$ cat config.mk
export PLATFORM = sky130hd
export DESIGN_NAME = apb_reg_bridge
export DESIGN_NICKNAME = d
export VERILOG_FILES = /design/src/rtl/apb_pkg.sv /design/src/rtl/apb_addr_decode.sv /design/src/rtl/apb_reg_bridge.sv
export SDC_FILE = /design/constraint.sdc
export NUM_CORES = 1
export LEC_CHECK = 0
export CORE_ASPECT_RATIO = 0.7
export CORE_MARGIN = 4
export CORE_UTILIZATION = 40
export CTS_CLUSTER_DIAMETER = 30
export DETAILED_ROUTE_END_ITERATION = 12
export HOLD_SLACK_MARGIN = 0.03
export PLACE_DENSITY = 0.78
export SLEW_MARGIN = 20
export SYNTH_ARGS = -nofsm -noshare
export SYNTH_HDL_FRONTEND = slang
export SYNTH_SLANG_ARGS = --single-unit
export TNS_END_PERCENT = 1
$ cat constraint.sdc
create_clock -name pclk -period 2.3 [get_ports pclk]
set_clock_uncertainty 0.15 [all_clocks]
set_input_delay 0.46 -clock pclk [delete_from_list [all_inputs] [get_ports pclk]]
set_output_delay 0.46 -clock pclk [all_outputs]
set_load 0.03 [all_outputs]
$ cat src/rtl/apb_pkg.sv
// Shared types for the APB register bridge: FSM states, error causes and the
// default read-only map of the legacy UART register bank.
package apb_pkg;

   typedef enum logic [1:0] {
      StIdle,
      StReq,
      StResp
   } apb_state_e;

   typedef enum logic [2:0] {
      CauseNone,
      CauseUnmapped,
      CauseMisalign,
      CauseRoWrite,
      CauseTimeout,
      CauseRegErr
   } err_cause_e;

   // Registers 1 and 4 of the UART map are status registers.
   localparam logic [4:0] UART_RO_MASK = 5'b10010;

endpackage

$ cat src/rtl/apb_addr_decode.sv
// Combinational decode of an APB byte address into a register index, with the
// reason an access is rejected when it does not hit a writable/readable word.
module apb_addr_decode
   import apb_pkg::*;
#(
   parameter int unsigned          ADDR_W    = 12,
   parameter int unsigned          NUM_REGS  = 5,
   parameter logic [ADDR_W-1:0]    BASE_ADDR = 'h000,
   parameter logic [NUM_REGS-1:0]  RO_MASK   = UART_RO_MASK
) (
   input  logic [ADDR_W-1:0]            paddr,
   input  logic                         pwrite,
   output logic                         hit,
   output logic [$clog2(NUM_REGS)-1:0]  idx,
   output err_cause_e                   err_cause
);

   logic [ADDR_W-1:0] word;
   logic              ro;

   always_comb begin
      word = (paddr - BASE_ADDR) >> 2;
      idx  = word[$clog2(NUM_REGS)-1:0];
      ro   = |(RO_MASK & (NUM_REGS'(1) << idx));
      // Misalignment is reported ahead of range so in-window odd addresses
      // are classified by their real fault.
      if (paddr[1:0] != 2'b00) begin
         err_cause = CauseMisalign;
      end else if ((paddr < BASE_ADDR) || (word >= ADDR_W'(NUM_REGS))) begin
         err_cause = CauseUnmapped;
      end else if (pwrite && ro) begin
         err_cause = CauseRoWrite;
      end else begin
         err_cause = CauseNone;
      end
      hit = (err_cause == CauseNone);
   end

endmodule

$ cat src/rtl/apb_reg_bridge.sv
// APB4 slave front end: decodes a word register window and forwards legal
// accesses to a register file over a level req/ack handshake with timeout.
module apb_reg_bridge
   import apb_pkg::*;
#(
   parameter int unsigned          ADDR_W    = 12,
   parameter int unsigned          DATA_W    = 32,
   parameter int unsigned          NUM_REGS  = 5,
   parameter logic [ADDR_W-1:0]    BASE_ADDR = 'h000,
   parameter logic [NUM_REGS-1:0]  RO_MASK   = UART_RO_MASK,
   parameter int unsigned          TIMEOUT   = 16
) (
   input  logic                         pclk,
   input  logic                         preset_n,
   input  logic                         psel,
   input  logic                         penable,
   input  logic                         pwrite,
   input  logic [ADDR_W-1:0]            paddr,
   input  logic [DATA_W/8-1:0]          pstrb,
   input  logic [DATA_W-1:0]            pwdata,
   output logic                         pready,
   output logic                         pslverr,
   output logic [DATA_W-1:0]            prdata,
   output logic                         reg_req,
   output logic                         reg_we,
   output logic [$clog2(NUM_REGS)-1:0]  reg_idx,
   output logic [DATA_W/8-1:0]          reg_strb,
   output logic [DATA_W-1:0]            reg_wdata,
   input  logic                         reg_ack,
   input  logic                         reg_err,
   input  logic [DATA_W-1:0]            reg_rdata
);

   localparam int unsigned CntW = $clog2(TIMEOUT + 1);

   apb_state_e                   state_q;
   logic [CntW-1:0]              cnt_q;
   logic                         dec_hit;
   logic [$clog2(NUM_REGS)-1:0]  dec_idx;
   err_cause_e                   dec_cause;

   apb_addr_decode #(
      .ADDR_W   (ADDR_W),
      .NUM_REGS (NUM_REGS),
      .BASE_ADDR(BASE_ADDR),
      .RO_MASK  (RO_MASK)
   ) u_decode (
      .paddr    (paddr),
      .pwrite   (pwrite),
      .hit      (dec_hit),
      .idx      (dec_idx),
      .err_cause(dec_cause)
   );

   always_ff @(posedge pclk or negedge preset_n) begin
      if (!preset_n) begin
         state_q   <= StIdle;
         cnt_q     <= '0;
         pready    <= 1'b0;
         pslverr   <= 1'b0;
         prdata    <= '0;
         reg_req   <= 1'b0;
         reg_we    <= 1'b0;
         reg_idx   <= '0;
         reg_strb  <= '0;
         reg_wdata <= '0;
      end else begin
         unique case (state_q)
            StIdle: begin
               pready  <= 1'b0;
               pslverr <= 1'b0;
               prdata  <= '0;
               if (psel && !penable) begin
                  reg_we    <= pwrite;
                  reg_idx   <= dec_idx;
                  reg_strb  <= pwrite ? pstrb : '0;
                  reg_wdata <= pwdata;
                  cnt_q     <= '0;
                  if (dec_hit) begin
                     reg_req <= 1'b1;
                     state_q <= StReq;
                  end else begin
                     pready  <= 1'b1;
                     pslverr <= (dec_cause != CauseNone);
                     state_q <= StResp;
                  end
               end
            end
            StReq: begin
               cnt_q <= cnt_q + 1'b1;
               if (!psel) begin
                  // Master abandoned the transfer: drop the request silently.
                  reg_req <= 1'b0;
                  state_q <= StIdle;
               end else if (reg_ack) begin
                  reg_req <= 1'b0;
                  pready  <= 1'b1;
                  pslverr <= reg_err;
                  prdata  <= (!reg_we && !reg_err) ? reg_rdata : '0;
                  state_q <= StResp;
               end else if (cnt_q == CntW'(TIMEOUT - 1)) begin
                  reg_req <= 1'b0;
                  pready  <= 1'b1;
                  pslverr <= 1'b1;
                  state_q <= StResp;
               end
            end
            StResp: begin
               pready  <= 1'b0;
               pslverr <= 1'b0;
               prdata  <= '0;
               state_q <= StIdle;
            end
            default: state_q <= StIdle;
         endcase
      end
   end

endmodule

==> results.cfg <==
[worst_setup_path]
worstPathCellList = clkdlybuf4s50_1
start_kind = flop
length_in_cells_of_the_worst_reg_to_reg_path = 6
cp.arrival_ns = 1.48
critical_path.max_stage_delay_ns = 0.71
timing.rr.start = cnt_q[0]
required_ns = 1.69
timing.critical_path.buf_inv = 1
timing.setup.critical_path_class = reg -> out
reg2reg_to = state_q[0]
timing.critical_path.slowest_stage_cell = clkdlybuf4s50_1
timing.critical_path.fanout_max = 3
worst_path_dominant_cell_family = buffers and inverters
worst_setup_slack_for_register_to_register_paths_ns = 0.42
cp-end-kind = output pin

[place]
numPortBuffers = 161
hpwl_um = 7010
detailedPlace.worstSlack_ns = -0.00242
place_congestion = 0.789

[floorplanning]
die_h_um = 86.2
die-width_um = 120
rows = 28
floorplan.io_pins = 162
effective_utilization_at_floorplan_pct = 41.2
fp.coreArea_sq_um = 8480
dieArea_sq_um = 10300

[clocking]
cts.repair.resized = 0
clk_latency_ns = 0.33
root_buf_cell = clkbuf_16
cts.clk_slew.worst_paths_ns = 0.07
htree_num_levels = 3
cts_setup_buffers = 0
numCtsBuffers = 9
clock_sink_count = 82
cts_tree = done
cts_hold_repair.buffers = 1
cts_buffer_depth = 2

[timing]
timing.final.setup_violations = 0
final.period_utilization_pct = 90.7
normalized_max_slew_margin_pct = 67.0
pin_slew_with_the_least_headroom_to_its_limit_ns = 0.495
maximum_clock_frequency_mhz = 479
period_minus_slack_ns = 2.09
post-route-worst-setup-slack_ns = 0.214
final_max_slew_viol_count = 0
report.final.hold_viol_count = 0
tns_ns = 0
rsz0062_at_grt = no

[power]
leakage_nw = 2.32
maximum_ir_drop_on_the_vdd_rail_v = 0.000765
power.density_nw_per_um2 = 1170

[drt]
first_pass_iters = 4
via_per_inst = 4.86
wl_per_cell_um = 15.4
drtAntennaViolNets = 0
first_iter_violations = 160
drc_errors = 0
routed_wl_um = 9330
via_count = 2938

[finish]
net_count_of_the_finished_layout = 572
area_delta_synth_final_pct = 60.9
antennaDiodeCount = 0
layout-drive-gt1-share_pct = 13.4

[grt]
grt_pass1_vias = 3092
track_usage_pct = 18.6
grt_antenna_before_repair = 0
grt_overflow_total = 0
grt_pass1_wl_um = 15300
grt_max_degree = 65

[synthesis]
cell_accounting_for_the_most_synthesized_area = dfrtp_1
async_sr_flop_fraction_pct = 100
dominantRegCellSynth = dfrtp_1
synth_area_leaders = dfrtp_1, mux2_2, o21ai_0, nand3_1, inv_1
postSynthRegisterBits = 82
net_count_after_synthesis = 405
synth_cells = 312
yosys_warnings = 0
yosysTopAreaCellShare_pct = 58.7
netlist_area_sq_um = 3500
number_of_enable_type_register_cells_in_the_synthesized_netlist = 0
synth_cell_type_count = 37
ys_seq_area_share_pct = 58.7
avgSynthCellArea_sq_um = 11.2

[min_path]
hold_class = reg -> reg
worstHoldPathCells = 2
hold_critical_path_endpoint = reg_strb[2]
hold_path_startpoint = reg_strb[2]

[run]
max_cap_viol_count = 0

[status]
outcome = complete, no violations
## metal layers
layer	global-route usage [%]	part of all wire, %	vias up
met5	0	0	-
met4	6.44	1.7	0
met3	10.6	14	13
met2	28.3	43	143
met1	22.4	42	1377
li1	-	-	1405
## area by class of cell
type                    instances  area [sq um]
fillers                       675          2850
clock inverters                 7          76.3
flip-flops and latches         82          2050
multi-input cells             176          1230
clock buffers                   9           225
repair buffers                172          1740
inverters                      38           143
well taps                     120           150
## registers in the layout, indices dropped and copies added, names as in the netlist
name and count:
prdata 32, reg_wdata 32, cnt_q 5, reg_strb 4
reg_idx 3, state_q 2, pready 1, pslverr 1
reg_req 1, reg_we 1
## where the power goes
group,internal (W),leakage (nW),switching [W],total (W)
clock network,0.000848,0.142,0.000595,0.00144
registers,0.00190,1.05,0.000259,0.00216
logic,0.00131,1.13,0.00166,0.00297
total,0.00405,2.32,0.00251,0.00656
## worst register-to-register path, cell delays in order (launching register included)
cell and delay, ns:
dfrtp_1 0.39, ha_1 0.21, and3_1 0.17, ha_1 0.15
and4bb_2 0.27, or4_1 0.40, o21ai_1 0.08
## cells in the final DEF (no fill, tap or decap), types with 4 or more instances in the layout
master           instances
nand2_1                 15
mux2_2                  29
dfrtp_1                 82
mux2_1                   7
nor2_1                   5
a21oi_1                  6
o21ai_0                 39
ha_1                     6
clkdlybuf4s50_1        160
clkbuf_16                9
buf_4                    7
o21ai_1                  5
nand3_1                 34
nor3_1                   5
buf_12                   4
inv_1                   38
## cells in the mapped netlist (5+ instances only)
cell type / number
buf_2: 10
ha_1: 6
o21ai_0: 39
nor2_1: 5
a21oi_1: 6
mux2_2: 29
o21ai_1: 5
dfrtp_1: 82
nand3_1: 34
nor3_1: 5
inv_1: 38
nand2_1: 15
mux2_1: 7
## cells by family after synthesis
logic type                 synth area share, %
DFF                                       58.7
adders and majority gates                 2.15
muxes                                     11.9
and+or+nand+nor                           11.2
buffers and inverters                     6.48
AOI/OAI and AO/OA                         9.66
## per-stage QoR
step	hold slack (ns)	utilization, %	instances	power [W]	instance area (sq um)
detailed placement	0.312	62.7	587	0.00516	5310
global route	0.356	66.4	604	0.00693	5630
CTS	0.340	66.4	604	0.00665	5630
floorplan	0.0144	-	312	0.00379	3500
finish	0.336	66.4	604	0.00656	5630
global placement	0.306	62.7	587	0.00509	5310
## worst max path at each step
stage,cells past startpoint,end,from,slack (ns)
after floorplan,7,prdata[10],state_q[0],0.52
after global placement,5,state_q[0],pwrite,0.04
after detailed placement,6,pready,pwrite,-0.002
after CTS,1,reg_we,reg_we,0.19
after global routing,1,reg_we,reg_we,0.16
final,1,reg_we,reg_we,0.21
No activity file was read; power rests on OpenSTA's default activity.
